[src/rtl/core_pkg.sv]
// Shared encodings for the write-back stage: L1D request fields,
// load extension types, result mux selects and the WB FSM states.
package core_pkg;

   localparam logic [1:0] COP_LOAD  = 2'b00;
   localparam logic [1:0] COP_STORE = 2'b01;

   localparam logic [2:0] SZ_BYTE = 3'b000;
   localparam logic [2:0] SZ_HALF = 3'b001;
   localparam logic [2:0] SZ_WORD = 3'b010;

   localparam logic [2:0] SX_LB  = 3'b000;
   localparam logic [2:0] SX_LH  = 3'b001;
   localparam logic [2:0] SX_LW  = 3'b010;
   localparam logic [2:0] SX_LBU = 3'b100;
   localparam logic [2:0] SX_LHU = 3'b101;

   localparam logic [1:0] MUX_ALU = 2'b00;
   localparam logic [1:0] MUX_LD  = 2'b01;
   localparam logic [1:0] MUX_IMM = 2'b10;
   localparam logic [1:0] MUX_PC4 = 2'b11;

   typedef enum logic [1:0] {
      S_IDLE = 2'b00,
      S_REQ  = 2'b01,
      S_RESP = 2'b10,
      S_DONE = 2'b11
   } wb_state_e;

   // Store data is replicated across every lane the access could hit.
   function automatic logic [31:0] st_repl(input logic [31:0] d,
                                           input logic [2:0]  sz);
      logic [31:0] r;
      case (sz)
         SZ_BYTE: r = {4{d[7:0]}};
         SZ_HALF: r = {2{d[15:0]}};
         default: r = d;
      endcase
      return r;
   endfunction

endpackage

[src/rtl/core_wb_ldext.sv]
// Load lane extraction and sign/zero extension.
// Lane chosen from the low address bits; alignment is not checked.
module core_wb_ldext
   import core_pkg::*;
(
   input  logic [31:0] rdata_i,
   input  logic [1:0]  off_i,
   input  logic [2:0]  sx_i,
   output logic [31:0] data_o
);

   logic [7:0]  byte_w;
   logic [15:0] half_w;

   always_comb begin
      byte_w = rdata_i[8*off_i +: 8];
      half_w = off_i[1] ? rdata_i[31:16] : rdata_i[15:0];
      case (sx_i)
         SX_LB:   data_o = {{24{byte_w[7]}}, byte_w};
         SX_LH:   data_o = {{16{half_w[15]}}, half_w};
         SX_LBU:  data_o = {24'h0, byte_w};
         SX_LHU:  data_o = {16'h0, half_w};
         default: data_o = rdata_i;
      endcase
   end

endmodule

[src/rtl/core_wb_s.sv]
// Write-back stage: issues L1D requests, stalls upstream while
// the access is outstanding, and drives the register-file write.
module core_wb_s
   import core_pkg::*;
(
   input  logic        clk,
   input  logic        rst_n,
   input  logic        wb_kill,
   input  logic        wb_l1d_req_val_in,
   input  logic [2:0]  wb_l1d_req_cop_in,
   input  logic [2:0]  wb_l1d_req_size_in,
   input  logic [31:0] wb_alu_result_in,
   input  logic [31:0] wb_wrt_data_in,
   input  logic [31:0] wb_sx_imm_in,
   input  logic [31:0] wb_pc_4_in,
   input  logic        wb_we_reg_file_in,
   input  logic [1:0]  wb_mux_in,
   input  logic [2:0]  wb_sx_type_in,
   input  logic [4:0]  wb_rd_in,
   output logic        l1d_req_val,
   input  logic        l1d_req_ack,
   output logic [31:0] l1d_req_addr,
   output logic [2:0]  l1d_req_cop,
   output logic [2:0]  l1d_req_size,
   output logic [31:0] l1d_req_wdata,
   input  logic        l1d_resp_val,
   input  logic [31:0] l1d_resp_rdata,
   output logic        wb2rf_we,
   output logic [4:0]  wb2rf_rd,
   output logic [31:0] wb2rf_data,
   output logic [31:0] wb2mem_bp_data,
   output logic        wb2haz_stall
);

   wb_state_e   state_q, state_d;
   logic [31:0] addr_q, addr_d;
   logic [2:0]  cop_q, cop_d;
   logic [2:0]  size_q, size_d;
   logic [31:0] wdata_q, wdata_d;
   logic [2:0]  sx_q, sx_d;
   logic [4:0]  rd_q, rd_d;
   logic        kill_q, kill_d;
   logic        rf_we_q, rf_we_d;
   logic [4:0]  rf_rd_q, rf_rd_d;
   logic [31:0] rf_data_q, rf_data_d;

   logic [31:0] ld_data;
   logic [31:0] res_data;
   logic        killed;
   logic        is_store;

   core_wb_ldext u_ldext (
      .rdata_i (l1d_resp_rdata),
      .off_i   (addr_q[1:0]),
      .sx_i    (sx_q),
      .data_o  (ld_data)
   );

   always_comb begin
      case (wb_mux_in)
         MUX_ALU: res_data = wb_alu_result_in;
         MUX_LD:  res_data = ld_data;
         MUX_IMM: res_data = wb_sx_imm_in;
         default: res_data = wb_pc_4_in;
      endcase
   end

   assign killed   = kill_q | wb_kill;
   assign is_store = (cop_q[1:0] == COP_STORE);

   always_comb begin
      state_d   = state_q;
      addr_d    = addr_q;
      cop_d     = cop_q;
      size_d    = size_q;
      wdata_d   = wdata_q;
      sx_d      = sx_q;
      rd_d      = rd_q;
      kill_d    = kill_q;
      rf_we_d   = 1'b0;
      rf_rd_d   = rf_rd_q;
      rf_data_d = rf_data_q;
      unique case (state_q)
         S_IDLE: begin
            if (wb_l1d_req_val_in && !wb_kill) begin
               addr_d  = wb_alu_result_in;
               cop_d   = wb_l1d_req_cop_in;
               size_d  = wb_l1d_req_size_in;
               wdata_d = st_repl(wb_wrt_data_in, wb_l1d_req_size_in);
               sx_d    = wb_sx_type_in;
               rd_d    = wb_rd_in;
               kill_d  = 1'b0;
               state_d = S_REQ;
            end else if (!wb_l1d_req_val_in && wb_we_reg_file_in &&
                         !wb_kill && (wb_rd_in != 5'd0)) begin
               rf_we_d   = 1'b1;
               rf_rd_d   = wb_rd_in;
               rf_data_d = res_data;
            end
         end
         S_REQ: begin
            // Once acked the access is in flight; a kill only mutes it.
            if (l1d_req_ack) begin
               kill_d  = killed;
               state_d = is_store ? S_DONE : S_RESP;
            end else if (wb_kill) begin
               state_d = S_IDLE;
            end
         end
         S_RESP: begin
            kill_d = killed;
            if (l1d_resp_val) begin
               state_d = S_DONE;
               if (!killed && (rd_q != 5'd0)) begin
                  rf_we_d   = 1'b1;
                  rf_rd_d   = rd_q;
                  rf_data_d = ld_data;
               end
            end
         end
         S_DONE: state_d = S_IDLE;
      endcase
   end

   always_ff @(posedge clk or negedge rst_n) begin
      if (!rst_n) begin
         state_q   <= S_IDLE;
         addr_q    <= '0;
         cop_q     <= '0;
         size_q    <= '0;
         wdata_q   <= '0;
         sx_q      <= '0;
         rd_q      <= '0;
         kill_q    <= 1'b0;
         rf_we_q   <= 1'b0;
         rf_rd_q   <= '0;
         rf_data_q <= '0;
      end else begin
         state_q   <= state_d;
         addr_q    <= addr_d;
         cop_q     <= cop_d;
         size_q    <= size_d;
         wdata_q   <= wdata_d;
         sx_q      <= sx_d;
         rd_q      <= rd_d;
         kill_q    <= kill_d;
         rf_we_q   <= rf_we_d;
         rf_rd_q   <= rf_rd_d;
         rf_data_q <= rf_data_d;
      end
   end

   assign l1d_req_val    = (state_q == S_REQ);
   assign l1d_req_addr   = addr_q;
   assign l1d_req_cop    = cop_q;
   assign l1d_req_size   = size_q;
   assign l1d_req_wdata  = wdata_q;
   assign wb2rf_we       = rf_we_q;
   assign wb2rf_rd       = rf_rd_q;
   assign wb2rf_data     = rf_data_q;
   assign wb2mem_bp_data = rf_data_q;
   assign wb2haz_stall   = ((state_q == S_IDLE) && wb_l1d_req_val_in
                            && !wb_kill)
                         || (state_q == S_REQ) || (state_q == S_RESP);

endmodule

[config.mk]
export PLATFORM = sky130hd
export DESIGN_NAME = core_wb_s
export DESIGN_NICKNAME = d
export VERILOG_FILES = /design/src/rtl/core_pkg.sv /design/src/rtl/core_wb_ldext.sv /design/src/rtl/core_wb_s.sv
export SDC_FILE = /design/constraint.sdc
export NUM_CORES = 1
export LEC_CHECK = 0
export ABC_CLOCK_PERIOD_IN_PS = 2100
export CORE_MARGIN = 2
export CORE_UTILIZATION = 28
export CTS_CLUSTER_DIAMETER = 60
export CTS_CLUSTER_SIZE = 40
export DETAILED_ROUTE_END_ITERATION = 10
export PLACE_DENSITY = 0.63
export SLEW_MARGIN = 20
export SYNTH_ARGS = -nofsm -noshare
export SYNTH_HDL_FRONTEND = slang
export SYNTH_SLANG_ARGS = --single-unit
[constraint.sdc]
create_clock -name clk -period 2.1 [get_ports clk]
set_input_delay 0.21 -clock clk [delete_from_list [all_inputs] [get_ports clk]]
set_output_delay 0.21 -clock clk [all_outputs]
set_load 0.1 [all_outputs]
==> impl_metrics.yaml <==
global_routing:
  first_global_vias: 6925
  initial_antenna_violation_count: 5
  grt_start_max_net_pins: 49
  grt_remaining_overflow: 0
  global_route_wire_length_before_repair_mm: 41.78
  gr-usage-all-layers_pct: 20.94
detailed_routing:
  post-route-drc-count: 0
  post_drt_wl_per_cell_um: 20.25
  final_antenna_net_count: 0
  routed_wirelength_mm: 27.58
  dr.first_iter.drc_count: 322
  detail_route.vias_per_cell: 4.941
  drt_first_pass_iters: 5
  vias: 6729
placement:
  place.detailed.hpwl_mm: 21.45
  dp_worst_setup_slack_ps: 47.95
  io_buffers: 324
  gp_routability_congestion: 0.8675
sta:
  timing_worst_slew_pin_value_ps: 828.7
  final.setup.worst_slack_ps: 183.9
  finalHoldViolations: 0
  slew_headroom_pct: 44.62
  fin_crit_ps: 1916
  rsz0062_at_grt: "false"
  number_of_max_slew_violations_in_the_final_report: 0
  setup_viol: 0
  timing.clock.skew_ps: 13.20
  timing.fmax_mhz: 521.9
  fin_crit_sh_pct: 91.24
synth:
  postSynth.asyncResetShare_pct: 100.0
  synth_seq_cells: 119
  synth_area_in_simple_gates_pct: 9.191
  synth_cells: 715
  synthDominantAreaCellType: "sky130_fd_sc_hd__dfrtp_1"
  synth_cell_types: 47
  fraction_of_the_mapped_netlist_area_in_compound_gates_pct: 20.99
  synth.cell_area_mm2: 0.007052
  seq_area_frac_synth_pct: 42.23
  synth.cells.most_frequent: "119 x sky130_fd_sc_hd__dfrtp_1, 79 x sky130_fd_sc_hd__o21ai_0, 75 x sky130_fd_sc_hd__nand2_1"
  xor_xnor_fraction_of_synth_area_pct: 0
  synth-edff-count: 0
  ys.flop_type: "sky130_fd_sc_hd__dfrtp_1"
  postSynthNetCount: 902
  post-synth-top-count-cell: "sky130_fd_sc_hd__dfrtp_1"
  synth-adder-area-share_pct: 0.7097
  yosysWarningCount: 0
  ys_top_cells_by_area: "sky130_fd_sc_hd__dfrtp_1 42%, sky130_fd_sc_hd__mux2_2 9.9%, sky130_fd_sc_hd__mux2i_1 7.1%"
  yosys_top_cell_area_share_pct: 42.23
  synth_mux_area_share_pct: 19.13
  post_synth.cell_area_avg_um2: 9.863
  synth_top_family_by_area: "compound AO/OA/AOI/OAI gates"
setup_path:
  worst_setup_path_end_kind: "flip-flop"
  criticalPathCategory: "flip-flop to flip-flop"
  cp_max_fo: 25
  cp.required_ps: 2390
  crit_arrival_ps: 2200
  crit_path_start_kind: "flip-flop"
floorplanning:
  chipHeight_um: 162.7
  start_util_pct: 28.25
  die_w_um: 162.7
  die-area_mm2: 0.02647
  floorplan.core_area_mm2: 0.02496
  io_pins: 325
  std_cell_rows: 58
cts:
  cts_max_level: 4
  tritoncts: "yes"
  numClockSinks: 119
  tritoncts.num_buffers: 17
  clk_pin_slew_worst_paths_ps: 60
  cts_root_buffer: "sky130_fd_sc_hd__clkbuf_16"
  clk-insertion-delay-late_ps: 420
  cts_max_path_buffers: 2
worst_hold_path:
  hold_path_class: "primary input to asynchronous set/reset pin"
cells_and_area:
  area_delta_synth_final_pct: 54.40
  post_route_cells_drive_above_1_share_pct: 30.22
  final_net_count: 1203
outcome:
  status: "finished, final reports clean"
run:
  drv_cap: 0
## what timing repair did
action / 4_1_cts / 5_1_grt
hold buffers: 1 / 0
hold endpoints to repair: 44 / 0
setup buffers: 0 / 4
endpoints found under the setup margin: 0 / 2
resized for setup: 0 / 2
## stage by stage
step,area [µm²],instances,hold WS [ps],utilization [%],TNS [ps]
6_report,10890,1362,305.8,43.61,0
5_1_grt,10890,1362,333.1,43.61,0
4_1_cts,10840,1355,309.8,43.43,0
3_5_place_dp,10240,1322,202.6,41.02,0
3_3_place_gp,10240,1322,198.3,41.02,0
2_1_floorplan,7057,715,-85.59,-,-20.16
## registers in the layout, indices dropped and copies added (netlist names), named ones only
signal / count
l1d_req_addr: 32
l1d_req_wdata: 32
wb2mem_bp_data: 32
rd_q: 5
wb2rf_rd: 5
l1d_req_cop: 3
l1d_req_size: 3
sx_q: 3
kill_q: 1
state_q: 1
wb2rf_we: 1
## worst max-delay path, stage by stage, from the launching register on
cell and delay (ps):
sky130_fd_sc_hd__dfrtp_1 370, sky130_fd_sc_hd__inv_1 100, sky130_fd_sc_hd__ha_2 270, sky130_fd_sc_hd__buf_4 290, sky130_fd_sc_hd__buf_4 330, sky130_fd_sc_hd__a21oi_1 80, sky130_fd_sc_hd__a211oi_1 230, sky130_fd_sc_hd__o21ai_1 120
## cell type report
cell class | count | area [µm²]
fillers | 2490 | 14080
multi-input cells | 506 | 3568
repair buffers | 365 | 3302
flip-flops and latches | 119 | 2980
clock buffers | 17 | 425.4
well taps | 330 | 412.9
clock inverters | 15 | 165.2
inverters | 7 | 26.28
diodes | 3 | 7.507
## layer usage
metal	part of all wire, %	track usage, %	vias up
li1	-	-	3183
met5	0.098	0	-
met4	2.1	7.522	4
met1	41	25.36	3210
met3	8.6	6.901	32
met2	48	34.80	300
## path summary, 6_finish.rpt
check                                         startpoint                        endpoint  slack (ps)  cells after the start
max in group asynchronous                          rst_n  wb2mem_bp_data[27]$_DFFE_PN0P_        1140                      3
min in group clk                            wb_mux_in[1]   wb2mem_bp_data[2]$_DFFE_PN0P_         350                      4
setup reg to reg                  state_q[0]$_DFFE_PN0P_  wb2mem_bp_data[26]$_DFFE_PN0P_         180                      7
hold reg to reg            l1d_req_wdata[12]$_DFFE_PN0P_   l1d_req_wdata[12]$_DFFE_PN0P_         480                      2
setup / recovery                  state_q[0]$_DFFE_PN0P_  wb2mem_bp_data[26]$_DFFE_PN0P_         180                      7
hold / removal                                     rst_n     l1d_req_addr[5]$_DFFE_PN0P_         310                      2
## cells by family after synthesis
group           count (synthesis)
buf+inv                        90
simple gates                  149
mux                           122
compound gates                231
fa+ha+maj                       4
flops                         119
## placed cells by master, fill, tap and decap left out, types with 3 or more instances in the layout
cell type,netlist,layout
sky130_fd_sc_hd__clkdlybuf4s50_1,0,179
sky130_fd_sc_hd__buf_4,38,173
sky130_fd_sc_hd__diode_2,0,3
sky130_fd_sc_hd__o32a_1,13,13
sky130_fd_sc_hd__nor3_1,5,5
sky130_fd_sc_hd__clkinvlp_4,0,4
sky130_fd_sc_hd__o22ai_1,5,5
sky130_fd_sc_hd__inv_1,7,7
sky130_fd_sc_hd__and2_1,4,4
sky130_fd_sc_hd__o32ai_1,3,3
sky130_fd_sc_hd__dfrtp_1,119,117
sky130_fd_sc_hd__buf_12,0,9
sky130_fd_sc_hd__nor2_1,46,45
sky130_fd_sc_hd__mux2_2,62,62
sky130_fd_sc_hd__o21ai_0,79,79
sky130_fd_sc_hd__o21ai_1,18,18
sky130_fd_sc_hd__a22oi_1,11,11
sky130_fd_sc_hd__mux2i_1,50,50
sky130_fd_sc_hd__a221oi_1,9,9
sky130_fd_sc_hd__mux2_4,10,10
sky130_fd_sc_hd__a21oi_2,7,7
sky130_fd_sc_hd__nor2b_1,3,3
sky130_fd_sc_hd__nand2b_1,4,4
sky130_fd_sc_hd__a211oi_1,26,26
sky130_fd_sc_hd__a21o_1,4,4
sky130_fd_sc_hd__inv_6,0,6
sky130_fd_sc_hd__a21oi_1,39,39
sky130_fd_sc_hd__a22o_1,7,7
sky130_fd_sc_hd__nand2_1,75,74
sky130_fd_sc_hd__clkbuf_16,0,17
Power is left out: the tool's default activity adds up to more than one toggle a clock period on the data nets, which glitch-free logic cannot reach.
